## config.mk

```make
export PLATFORM = sky130hd
export DESIGN_NAME = uart_tx_periph
export DESIGN_NICKNAME = d
export VERILOG_FILES = /design/src/rtl/uart_tx_periph.sv
export SDC_FILE = /design/constraint.sdc
export NUM_CORES = 1
export LEC_CHECK = 0
export ABC_AREA = 1
export CAP_MARGIN = 20
export CORE_ASPECT_RATIO = 0.8
export CORE_MARGIN = 10
export CORE_UTILIZATION = 61
export DETAILED_ROUTE_END_ITERATION = 6
export GPL_TIMING_DRIVEN = 0
export PLACE_DENSITY_LB_ADDON = 0.15
export SLEW_MARGIN = 20
export SYNTH_ARGS = -nofsm -noshare
export SYNTH_HDL_FRONTEND = slang
export SYNTH_SLANG_ARGS = --single-unit
```

## constraint.sdc

```tcl
create_clock -name clk -period 2.96 [get_ports clk]
set_input_delay 0.296 -clock clk [delete_from_list [all_inputs] [get_ports clk]]
set_output_delay 0.296 -clock clk [all_outputs]
set_load 0.02 [all_outputs]
```

## src/rtl/uart_tx_periph.sv

```systemverilog
// Memory-mapped 8N1 UART transmitter with a byte FIFO and a programmable bit divisor.
// Registers: TXDATA (0x0), STATUS (0x4), BAUDDIV (0x8), CTRL (0xC).
module uart_tx_periph #(
  parameter int unsigned FIFO_DEPTH = 8,
  parameter logic [15:0] DIV_RESET  = 16'd868
) (
  input  logic        clk,
  input  logic        reset,
  input  logic        sel,
  input  logic        we,
  input  logic [3:0]  addr,
  input  logic [31:0] wData,
  output logic [31:0] rData,
  output logic        tx,
  output logic        irq
);
  localparam int unsigned PW = $clog2(FIFO_DEPTH);
  localparam int unsigned CW = PW + 1;

  typedef enum logic [1:0] {IDLE, START, DATA, STOP} state_t;
  state_t state, state_next;

  logic [7:0]    mem [FIFO_DEPTH];
  logic [PW-1:0] wr_ptr, rd_ptr;
  logic [CW-1:0] count, count_next;
  logic          ovf, enable;
  logic [15:0]   baud_div, div_q, div_cnt;
  logic [2:0]    bit_cnt;
  logic [7:0]    shift;
  logic          full, empty, push, push_ok, pop, bit_end, busy, status_wr;
  logic          unused_bits;

  assign unused_bits = ^{wData[31:16], addr[1:0]};

  assign full      = (count == CW'(FIFO_DEPTH));
  assign empty     = (count == '0);
  assign push      = sel && we && (addr[3:2] == 2'd0);
  assign status_wr = sel && we && (addr[3:2] == 2'd1);
  assign push_ok   = push && !full;
  assign pop       = (state == IDLE) && enable && !empty;
  assign bit_end   = (div_cnt == div_q);

  always_comb begin
    count_next = count;
    if (push_ok && !pop)      count_next = count + CW'(1);
    else if (!push_ok && pop) count_next = count - CW'(1);
  end

  always_ff @(posedge clk) begin
    if (reset) state <= IDLE;
    else       state <= state_next;
  end

  always_comb begin
    state_next = state;
    case (state)
      IDLE:    if (pop) state_next = START;
      START:   if (bit_end) state_next = DATA;
      DATA:    if (bit_end && bit_cnt == 3'd7) state_next = STOP;
      STOP:    if (bit_end) state_next = IDLE;
      default: state_next = IDLE;
    endcase
  end

  always_comb begin
    tx   = 1'b1;
    busy = 1'b1;
    case (state)
      IDLE:    busy = 1'b0;
      START:   tx = 1'b0;
      DATA:    tx = shift[0];
      STOP:    tx = 1'b1;
      default: ;
    endcase
  end

  // FIFO storage needs no reset; emptiness is carried by count alone.
  always_ff @(posedge clk) begin
    if (!reset && push_ok) mem[wr_ptr] <= wData[7:0];
  end

  always_ff @(posedge clk) begin
    if (reset) begin
      wr_ptr   <= '0;
      rd_ptr   <= '0;
      count    <= '0;
      ovf      <= 1'b0;
      enable   <= 1'b1;
      baud_div <= DIV_RESET;
      div_q    <= DIV_RESET;
      div_cnt  <= '0;
      bit_cnt  <= '0;
      shift    <= '0;
      irq      <= 1'b1;
    end else begin
      count <= count_next;
      irq   <= (count_next == '0) && (state_next == IDLE);
      if (push_ok) wr_ptr <= wr_ptr + PW'(1);
      if (pop)     rd_ptr <= rd_ptr + PW'(1);
      if (push && full)             ovf <= 1'b1;
      else if (status_wr && wData[3]) ovf <= 1'b0;
      if (sel && we && addr[3:2] == 2'd2) baud_div <= wData[15:0];
      if (sel && we && addr[3:2] == 2'd3) enable   <= wData[0];
      // Divisor is captured at pop so BAUDDIV writes only affect the next frame.
      if (pop) begin
        shift   <= mem[rd_ptr];
        div_q   <= baud_div;
        div_cnt <= '0;
        bit_cnt <= '0;
      end else if (state != IDLE) begin
        if (bit_end) begin
          div_cnt <= '0;
          if (state == DATA) begin
            shift   <= {1'b0, shift[7:1]};
            bit_cnt <= bit_cnt + 3'd1;
          end
        end else begin
          div_cnt <= div_cnt + 16'd1;
        end
      end
    end
  end

  always_comb begin
    rData = '0;
    if (sel) begin
      case (addr[3:2])
        2'd1:    rData[7:0]  = {4'(count), ovf, empty, full, busy};
        2'd2:    rData[15:0] = baud_div;
        2'd3:    rData[0]    = enable;
        default: ;
      endcase
    end
  end
endmodule

```

* Word-level counts from Yosys, hierarchy flattened *
Memory sizes are Yosys's and may differ from the RTL's. A register that Yosys moved wholly into a read port is not among the register bits.
Index checks and enable logic that the tools add are counted.
Widths: inputs -> output; s select.

word-level totals
  memory bits (writable) = 64
  logic and storage cells = 85
  bits in registers = 74
  memories kept = 1
  output and inout port bits = 34

cells by class
  reductions and logical operators = 33
  multiplexer cells = 24
  add/subtract/negate cells = 6
  equal/unequal tests = 9

memories
  name  words  bits a word  read ports  clocked after memory_dff  write ports  RTL line  text
  mem   8      8            1           1                         1            23        logic [7:0] mem [FIFO_DEPTH];

operator list
  cell                   number
  $mux 8                 5
  $mux 16                2
  $add 16x1->16 const B  1
  $eq 16x16->1           1
  $logic_and 1x1->1      15
  $pmux 7 s2             1
  $reduce_bool 2->1      5
  $add 3x1->3 const B    3
  $eq 2x2->1 const B     4
  $logic_not 4->1        2
  $mux 2                 4
  $mux 4                 2
  $pmux 2 s4             1
  $logic_not 2->1        3
  $mux 3                 2
  $reduce_and 3->1       2
  $logic_not 1->1        5
  $mux 1                 5
  $add 4x1->4 const B    1
  $eq 2x1->1 const B     2
  $eq 4x4->1 const B     1
  $sub 4x1->4 const B    1
  $eq 3x3->1 const B     1
  $pmux 1 s3             1
  other kinds (2)        2

* Longest topological paths before layout *
Gate-level depths: netlist of run 1.

  word-level depth = 9
  depth in mapped cells = 15
  gate-level depth less buffers = 15

* Least setup slack after synthesis of run 1 *
Ideal clock, no wire load.

  path type = flip-flop to flip-flop
  start point = register count[0]
  end point = memory mem[0][0], enable pin
  clock period less this slack = 1.990 ns
  arrival = 1.619 ns
  path buffers = 0
  path slack = 0.970 ns
  data required time = 2.590 ns
  cell stages (with the launch flop) = 7
  cells stage by stage = dfxtp_1 -> inv_1 -> ha_1 -> nand3_2 -> nand2_4 -> or2_2 -> nor2_1

between the ends
  cells in the longest elaborated chain, start to end = 6

ends and longest elaborated chain
  what                          RTL line  text
  from (decl)                   25        logic [CW-1:0] count, count_next;
  from (signal assigned)        96        count <= count_next;
  $eq 4x4->1                    35        assign full = (count == CW'(FIFO_DEPTH));
  $logic_not 1->1               39        assign push_ok = push && !full;
  $logic_and 1x1->1             39
  $logic_and 1x1->1             79        if (!reset && push_ok) mem[wr_ptr] <= wData[7:0];
  $mux 1                        79
  $mux 1 (not written as such)  79
  to (decl)                     23

No other way between the ends.

* Worst setup path after layout of run 1 *
  start point = input port addr[2]
  end point = output port rData[0]

between the ends
  cells in the longest elaborated chain, start to end = 3
  elaborated cells between the ends (all ways) = 5
  classes of those cells = eq/ne: 3; mux: 2

ends and longest elaborated chain
  what                                             RTL line  text
  from (decl)                                      11        input logic [3:0] addr,
  $eq 2x2->1 / $eq 2x1->1 (equally long branches)  127       case (addr[3:2])
  $pmux 1 s3 (*)                                   127
  $mux 16 (*)                                      126       if (sel) begin
  to (decl)                                        13        output logic [31:0] rData,

Every way passes the cells marked *; elsewhere a longest branch is shown, timed or not.

==> results of run 1 <==
flip-flops by register name, summed over array words and instances (netlist names), named ones only:
signal    flops
count         4
enable        1
state         2
irq           1
ovf           1
div_q        16
div_cnt      16
wr_ptr        3
rd_ptr        3
mem          64
bit_cnt       3
baud_div     16
shift         8
report_power, final:
part,total (mW),switching [mW],internal [mW]
sequential,2.34,0.126,2.22
clock,2.05,0.821,1.23
combinational,2.10,1.40,0.695
total,6.49,2.35,4.14
Yosys cell counts (4+ instances only):
| library cell | instances | area share |
|---|---|---|
| buf_2 | 8 | 0.0061 |
| dfxtp_1 | 77 | 0.24 |
| inv_1 | 58 | 0.033 |
| o21ai_1 | 7 | 0.0053 |
| clkbuf_1 | 16 | 0.0092 |
| xor2_1 | 10 | 0.013 |
| nand4_1 | 4 | 0.0038 |
| inv_2 | 9 | 0.0052 |
| nor2_4 | 6 | 0.010 |
| nand2_1 | 137 | 0.078 |
| o211ai_1 | 6 | 0.0069 |
| nor2_2 | 12 | 0.011 |
| ha_1 | 12 | 0.023 |
| o21ai_0 | 67 | 0.051 |
| nand3_1 | 34 | 0.026 |
| nor2_1 | 97 | 0.056 |
| nor3_1 | 12 | 0.0092 |
| nand3_2 | 4 | 0.0061 |
| buf_4 | 18 | 0.021 |
| a21oi_1 | 40 | 0.031 |
| o221ai_1 | 13 | 0.017 |
| o22ai_1 | 4 | 0.0038 |
| edfxtp_1 | 64 | 0.29 |
metrics by stage:
stage / hold WS (ns) / setup slack, ns / std cells
4_1_cts: 0.450 / 0.164 / 970
3_5_place_dp: 0.436 / 0.194 / 938
6_report: 0.446 / 0.146 / 970
5_1_grt: 0.470 / 0.0435 / 970
3_3_place_gp: 0.429 / 0.243 / 938
2_1_floorplan: 0.395 / 0.970 / 759
worst max-delay path by stage:
| stage | cells after the start | slack, ns | end | startpoint |
|---|---|---|---|---|
| 5_1_grt | 9 | 0.04 | rData[0] | addr[2] |
| 6_report | 9 | 0.15 | rData[0] | addr[2] |
| 2_1_floorplan | 6 | 0.97 | mem[0][0]$_DFFE_PP_ | count[0]$_SDFF_PP0_ |
| 4_1_cts | 9 | 0.16 | rData[0] | addr[2] |
| 3_5_place_dp | 9 | 0.19 | rData[0] | addr[2] |
| 3_3_place_gp | 9 | 0.24 | rData[0] | addr[2] |
worst max-delay path: stages:
cell and delay (ns):
clkdlybuf4s50_1 0.46, inv_1 0.12, ha_1 0.16, buf_2 0.23, inv_2 0.15, o22ai_1 0.18
a21oi_1 0.06, nor3_1 0.19, clkdlybuf4s50_1 0.67
area by class of cell:
type,count,share of cell area
repair buffers,39,0.0505
clock inverters,13,0.0165
well taps,140,0.0226
multi-input cells,503,0.338
clock buffers,19,0.0560
flip-flops and latches,141,0.448
inverters,71,0.0353
plain buffers,44,0.0333
logic make-up after synthesis:
| kind of cell | count (synthesis) | share of synthesized area |
|---|---|---|
| and+or+nand+nor | 325 | 0.235 |
| DFF | 141 | 0.528 |
| AOI/OAI and AO/OA | 138 | 0.116 |
| buffers and inverters | 115 | 0.0809 |
| xor gates and xnor gates | 12 | 0.0160 |
| adders and majority gates | 12 | 0.0229 |
| other | 1 | 0.000572 |
per-layer routing:
layer / part of all wire / routed length [um]
met5: 0 / 0
met4: 0.019 / 314
met1: 0.42 / 7040
met2: 0.44 / 7440
met3: 0.12 / 1990
==> metrics.txt, run 1 <==
R2R cell count=6; largest net degree at the start of global routing=17; GRT Resource Usage Total=0.223; Slew HR=0.423; DR iter-0 viols=573; Final Net Count=869; CTS tree=done; Clock Latency Late Sink=0.43 ns; Seq/Total Area, Yosys=0.528; Worst VDD drop=0.429 mV; CTS sink count=141; worst slew pin tran=0.862 ns; routing usage on met1=0.287; PD cells=839 nW/um^2; Primary FF master, synth=dfxtp_1; # diodes=0; Worst EP arrival=2.52 ns; Filler cells=749; unrepaired setup endpoints after global routing=no; Clock Skew=0.00780 ns; DRC Markers=0; status=completed; Lkg Pwr=3.00 nW; layout cells sized above 1=0.128; area of the multi-input gates=2620 um^2; vias in the first global route=5353; ANT nets after route=0; r2r setup slk=0.52 ns; hpwl dp=11800 um; Reg-to-Reg Start=count[0]$_SDFF_PP0_; synthesized area=6560 um^2; Final GP Congestion=0.886; synthesized flop and latch total=141; CP Max Fanout=10; crit start category=input pin; WL/cell=17.3 um; Vias/cell=5.59; Slew Limit Fails=0; chip width=136 um; hold path depth=1; crit path time final=2.81 ns; commonest non-fill, non-tap cells in the layout=nand2_1 (137), nor2_1 (97), dfxtp_1 (77); # hold bufs at CTS=0; number of library cell types mapped by synthesis=39; register area=3460 um^2; Final setup viols=0; die height=113 um; Inserted Clock Buffers=17; CTS clk-pin slew, worst paths=0.05 ns; total power draw=6.49 mW; antenna violations before repair=0; synthesized instance count=744; met2 GRT Util=0.336; YS warnings=0; R2R Path End=mem[6][0]$_DFFE_PP_; total gr overflow=0; max cap viols=0; first-pass GRT wire length=26900 um; Starting Density=0.633; Top Usage Layer GRT=met2; routed vias=5425; Crit Path Class=in2out; Fin. Hold Viols=0; Crit. End Element=primary output; Hold Path Class=reg2reg; Post-synth EDFFs=64; CTS H-tree depth=4; DRT Wirelength=16800 um; Cell Rows=33; IO Pins=74; Fmax achieved=0.355 GHz; Final Cycle Share=0.951; met3 Use GR=0.0884; P&R area growth vs syn=18.0%; Die ar.=15300 um^2; final setup TNS=0 ns; Core Region=10400 um^2; CTS max path bufs=2; Post-CTS Setup Bufs=0; port bufs=39; post-route cell area=7740 um^2; most common cell after layout, fill and taps aside=nand2_1; Layout Utilization=0.747; DRT Pass-1 Iters=5; placed cell areas=7180 um^2; CTS root buf=clkbuf_16; min-delay src=rd_ptr[2]$_SDFFE_PP0N_; Avg Cell Area, Syn=8.81 um^2; Critical Path RT=2.66 ns; Post-synth ARST share=0; Resize count post-CTS=0
Power figures use the tool's default switching activity.
==> run 2, diff against run 1 <==
MAX_ROUTING_LAYER = met4   (was default)
==> metrics.txt, run 2 (synthesized netlist as in run 1, its figures left out) <==
DRT Wirelength=16800 um; Final setup viols=0; CTS max path bufs=2; Die ar.=15300 um^2; CP Launch Point=addr[2]; DRC Markers=0; final setup TNS=0 ns; CP Max Fanout=10; Filler cells=749; total gr overflow=0; max reg flops=64; chip width=136 um; CP peak stage delay=0.67 ns; Setup WS pre-CTS=0.194 ns; Slew Limit Fails=0; WL/cell=17.3 um; vias in the first global route=5359; Crit. End Element=primary output; Crit Path Class=in2out; antenna violations before repair=0; Slew HR=0.415; Clock Skew=0.00864 ns; PD cells=839 nW/um^2; Final Net Count=869; DRT Pass-1 Iters=5; Fin. Hold Viols=0; Reg-to-Reg Start=count[0]$_SDFF_PP0_; Final GP Congestion=0.901; ANT nets after route=0; Worst VDD drop=0.431 mV; slowest CP cell=clkdlybuf4s50_1; Vias/cell=5.61; CTS sink count=141; status=completed; port bufs=39; IO Pins=74; area of the multi-input gates=2620 um^2; hpwl dp=11800 um; # diodes=0; die height=113 um; Fmax achieved=0.355 GHz; CTS H-tree depth=4; dpl cells=938; total power draw=6.49 mW; CTS clk-pin slew, worst paths=0.05 ns; commonest non-fill, non-tap cells in the layout=nand2_1 (137), nor2_1 (97), dfxtp_1 (77); Core Region=10400 um^2; min-delay src=rd_ptr[2]$_SDFFE_PP0N_; layout cells sized above 1=0.128; hold path depth=1; CTS root buf=clkbuf_16; worst hold slack=0.447 ns; most frequent CP cell=clkdlybuf4s50_1; crit start category=input pin; post-route non-filler standard cell count=970; R2R cell count=6; Top reg by flops=mem; Hold Path Class=reg2reg; setup ws final=0.142 ns; # hold bufs at CTS=0; Starting Density=0.633; routed vias=5442; GRT Resource Usage Total=0.229; Post-CTS Setup Bufs=0; unrepaired setup endpoints after global routing=no; Worst EP arrival=2.52 ns; register area=3460 um^2; Final Cycle Share=0.952; worst slew pin tran=0.875 ns; largest net degree at the start of global routing=17; first-pass GRT wire length=26900 um; Critical Path RT=2.66 ns; Resize count post-CTS=0; most common cell after layout, fill and taps aside=nand2_1; P&R area growth vs syn=18.0%; DR iter-0 viols=574; crit path time final=2.82 ns; Cell Rows=33; CTS tree=done; crit-path cells=clkdlybuf4s50_1 > inv_1 > ha_1 > buf_2 > inv_2 > o22ai_1 > a21oi_1 > nor3_1 > clkdlybuf4s50_1; Inserted Clock Buffers=17; Clock Latency Late Sink=0.43 ns; max cap viols=0; Lkg Pwr=3.00 nW
run 2: layout make-up:
cell class / instances / area share
tap: 140 / 0.0226
clock inverter: 13 / 0.0165
timing repair buffer: 39 / 0.0505
clock buffer: 19 / 0.0560
multi-input combinational: 503 / 0.338
inverter: 71 / 0.0353
sequential: 141 / 0.448
buffer: 44 / 0.0333
run 2: metal layers:
| metal | vias to the layer above | global-route usage | wire (um) |
|---|---|---|---|
| met5 | - | - | 0 |
| met4 | 0 | 0.0659 | 309 |
| met3 | 42 | 0.0897 | 1950 |
| met2 | 275 | 0.337 | 7410 |
| met1 | 2530 | 0.289 | 7160 |
| li1 | 2595 | - | - |
run 2: critical path: cells and delay by family:
family                   cells  cell delay [ns]
AND/OR/NAND/NOR              1             0.19
buffers and inverters        5             1.64
AO/OA/AOI/OAI                2             0.24
adder cells (fa/ha/maj)      1             0.16
run 2: path summary, 6_finish.rpt:
kind	endpoint	slack [ns]
setup reg to reg	mem[6][0]$_DFFE_PP_	0.51
hold / removal	flip-flop	0.45
hold reg to reg	flip-flop	0.45
setup / recovery	rData[0]	0.14
run 2: metrics by stage:
step           instance area (um^2)  utilization
3_3_place_gp                   7180        0.693
5_1_grt                        7740        0.747
3_5_place_dp                   7180        0.693
4_1_cts                        7740        0.747
6_report                       7740        0.747
2_1_floorplan                  6610            -
run 2: power by group:
group / internal (mW) / switching [mW]
combinational: 0.695 / 1.41
sequential: 2.22 / 0.126
clock: 1.23 / 0.821
==> run 3, diff against run 2 <==
ABC_AREA = default   (was 1)
CORE_UTILIZATION = 60   (was 61)
==> metrics.txt, run 3 <==
status=completed; Reg power frac=0.380; CP Launch Point=count[0]$_SDFF_PP0_; top-count cell post-synth=nand2_1; DRT Wirelength=14400 um; r2r setup slk=0.33 ns; setup ws final=0.110 ns; Top Layer Used=met4; Synth top area share=0.310; hpwl dp=10300 um; Hold Path Class=in2reg; layout cells sized above 1=0.158; Post-synth EDFFs=64; Clock Latency Late Sink=0.43 ns; # hold bufs at CTS=0; chip width=134 um; clock network power share=0.341; Critical Path RT=2.66 ns; commonest non-fill, non-tap cells in the layout=nand2_1 (86), dfxtp_1 (77), edfxtp_1 (64); Final GP Congestion=0.923; vias in the first global route=4356; Avg Cell Area, Syn=11.2 um^2; Seq/Total Area, Yosys=0.559; wire length on met1=6430 um; YS warnings=0; Final Cycle Share=0.963; metal2 WL=6440 um; PD cells=819 nW/um^2; synthesized area=6200 um^2; die height=111 um; Inserted Clock Buffers=17; CTS H-tree depth=4; Die ar.=14800 um^2; Logic pwr share=0.279; R2R cell count=7; GRT Resource Usage Total=0.203; Final Net Count=685; CTS tree=done; Layout Utilization=0.735; routed vias=4416; Setup WS pre-CTS=0.0304 ns; Reg-to-Reg Start=count[0]$_SDFF_PP0_; Int Power=4.08 mW; Vias/cell=5.62; crit start category=flip-flop; Post-CTS Setup Bufs=0; synthesized instance count=556; post-route non-filler standard cell count=786; ranking of synthesized cells by area=edfxtp_1 (31%), dfxtp_1 (25%), mux4_2 (5.8%), nand2_1 (5.2%), nor2_1 (3.7%); antenna violations before repair=0; port bufs=39; Cell Rows=33; max cap viols=0; CTS max path bufs=2; number of library cell types mapped by synthesis=48; Filler cells=728; DRT Pass-1 Iters=5; Fmax achieved=0.351 GHz; Top reg by flops=mem; unrepaired setup endpoints after global routing=no; largest net degree at the start of global routing=17; dpl cells=755; max reg flops=64; R2R Path End=mem[2][4]$_DFFE_PP_; Slew Limit Fails=0; WL met3=1330 um; DR iter-0 viols=452; Synth area leader=edfxtp_1; # diodes=0; Crit Path Class=reg2out; Final setup viols=0; Primary FF master, synth=dfxtp_1; Crit. End Element=primary output; Post-synth ARST share=0; Resize count post-CTS=1; Fin. Hold Viols=0; Slew HR=0.448; ANT nets after route=0; most common cell after layout, fill and taps aside=nand2_1; Starting Density=0.610; IO Pins=74; Lkg Pwr=2.76 nW; total gr overflow=0; DRC Markers=0; Worst EP arrival=2.55 ns; crit path time final=2.85 ns; worst setup path endpoint=rData[2]; CP Max Fanout=7; Clock Skew=0.0140 ns; P&R area growth vs syn=20.3%; Psw=2.04 mW; CTS root buf=clkbuf_16; Worst VDD drop=0.466 mV; Core Region=10200 um^2; CTS sink count=141; worst slew pin tran=0.825 ns; first-pass GRT wire length=23000 um; Synth top cells by count=nand2_1 (86), dfxtp_1 (77), edfxtp_1 (64); CTS clk-pin slew, worst paths=0.06 ns; synthesized flop and latch total=141; Switching Share=0.333; WL/cell=18.3 um
-- run 3: power groups by stage --
stage	clock network [mW]	registers, mW	logic, mW
after global routing	2.18	2.34	1.88
after CTS	2.09	2.32	1.69
after global placement	0	2.35	1.63
final	2.08	2.32	1.71
after floorplan	0	2.33	1.27
after detailed placement	0	2.36	1.68
-- run 3: worst min-delay path by stage --
| stage | cells past startpoint | endpoint | start | slack (ns) |
|---|---|---|---|---|
| after detailed placement | 2 | div_q[15]$_SDFFE_PP0N_ | div_q[15]$_SDFFE_PP0N_ | 0.46 |
| after global routing | 3 | baud_div[13]$_SDFFE_PP0P_ | wData[13] | 0.41 |
| after floorplan | 0 | mem[0][0]$_DFFE_PP_ | wData[0] | 0.39 |
| final | 3 | baud_div[13]$_SDFFE_PP0P_ | wData[13] | 0.42 |
| after CTS | 3 | baud_div[13]$_SDFFE_PP0P_ | wData[13] | 0.41 |
| after global placement | 2 | div_q[15]$_SDFFE_PP0N_ | baud_div[15]$_SDFFE_PP0P_ | 0.46 |
-- run 3: stage by stage --
stage / instance area (um^2) / power (mW) / setup TNS [ns] / hold slack (ns)
after global placement: 6820 / 3.98 / -16.34 / 0.457
final: 7460 / 6.11 / 0 / 0.417
after CTS: 7460 / 6.11 / 0 / 0.411
after floorplan: 6260 / 3.60 / 0 / 0.395
after detailed placement: 6890 / 4.04 / 0 / 0.460
after global routing: 7460 / 6.40 / 0 / 0.411
-- run 3: cells by family after synthesis --
group / after synthesis / share of synthesized area
compound gates: 56 / 0.0597
xor+xnor: 39 / 0.0551
fa+ha+maj: 12 / 0.0242
buf+inv: 56 / 0.0464
flops: 141 / 0.559
mux: 35 / 0.0888
other cells: 1 / 0.000605
simple gates: 216 / 0.166
-- run 3: layout make-up --
type / instances / area, um^2 / area share
Clock buffer: 17 / 425 / 0.0570
Timing Repair Buffer: 44 / 420 / 0.0563
Tap cell: 140 / 175 / 0.0235
Multi-Input combinational cell: 374 / 2540 / 0.340
Buffer: 46 / 251 / 0.0337
Inverter: 9 / 33.8 / 0.00453
Clock inverter: 15 / 153 / 0.0205
Sequential cell: 141 / 3460 / 0.464
-- run 3: routing by layer --
layer,vias up,global-route usage
li1,2074,-
met1,2145,0.270
met5,-,-
met3,20,0.0675
met2,177,0.291
met4,0,0.0543
-- run 3: critical path: stages, from the launching register on --
cell             delay [ns]
dfxtp_1                0.31
clkbuf_1               0.20
inv_1                  0.10
ha_1                   0.19
nor3b_2                0.39
a22oi_1                0.13
nor2_1                 0.17
clkdlybuf4s50_1        0.63
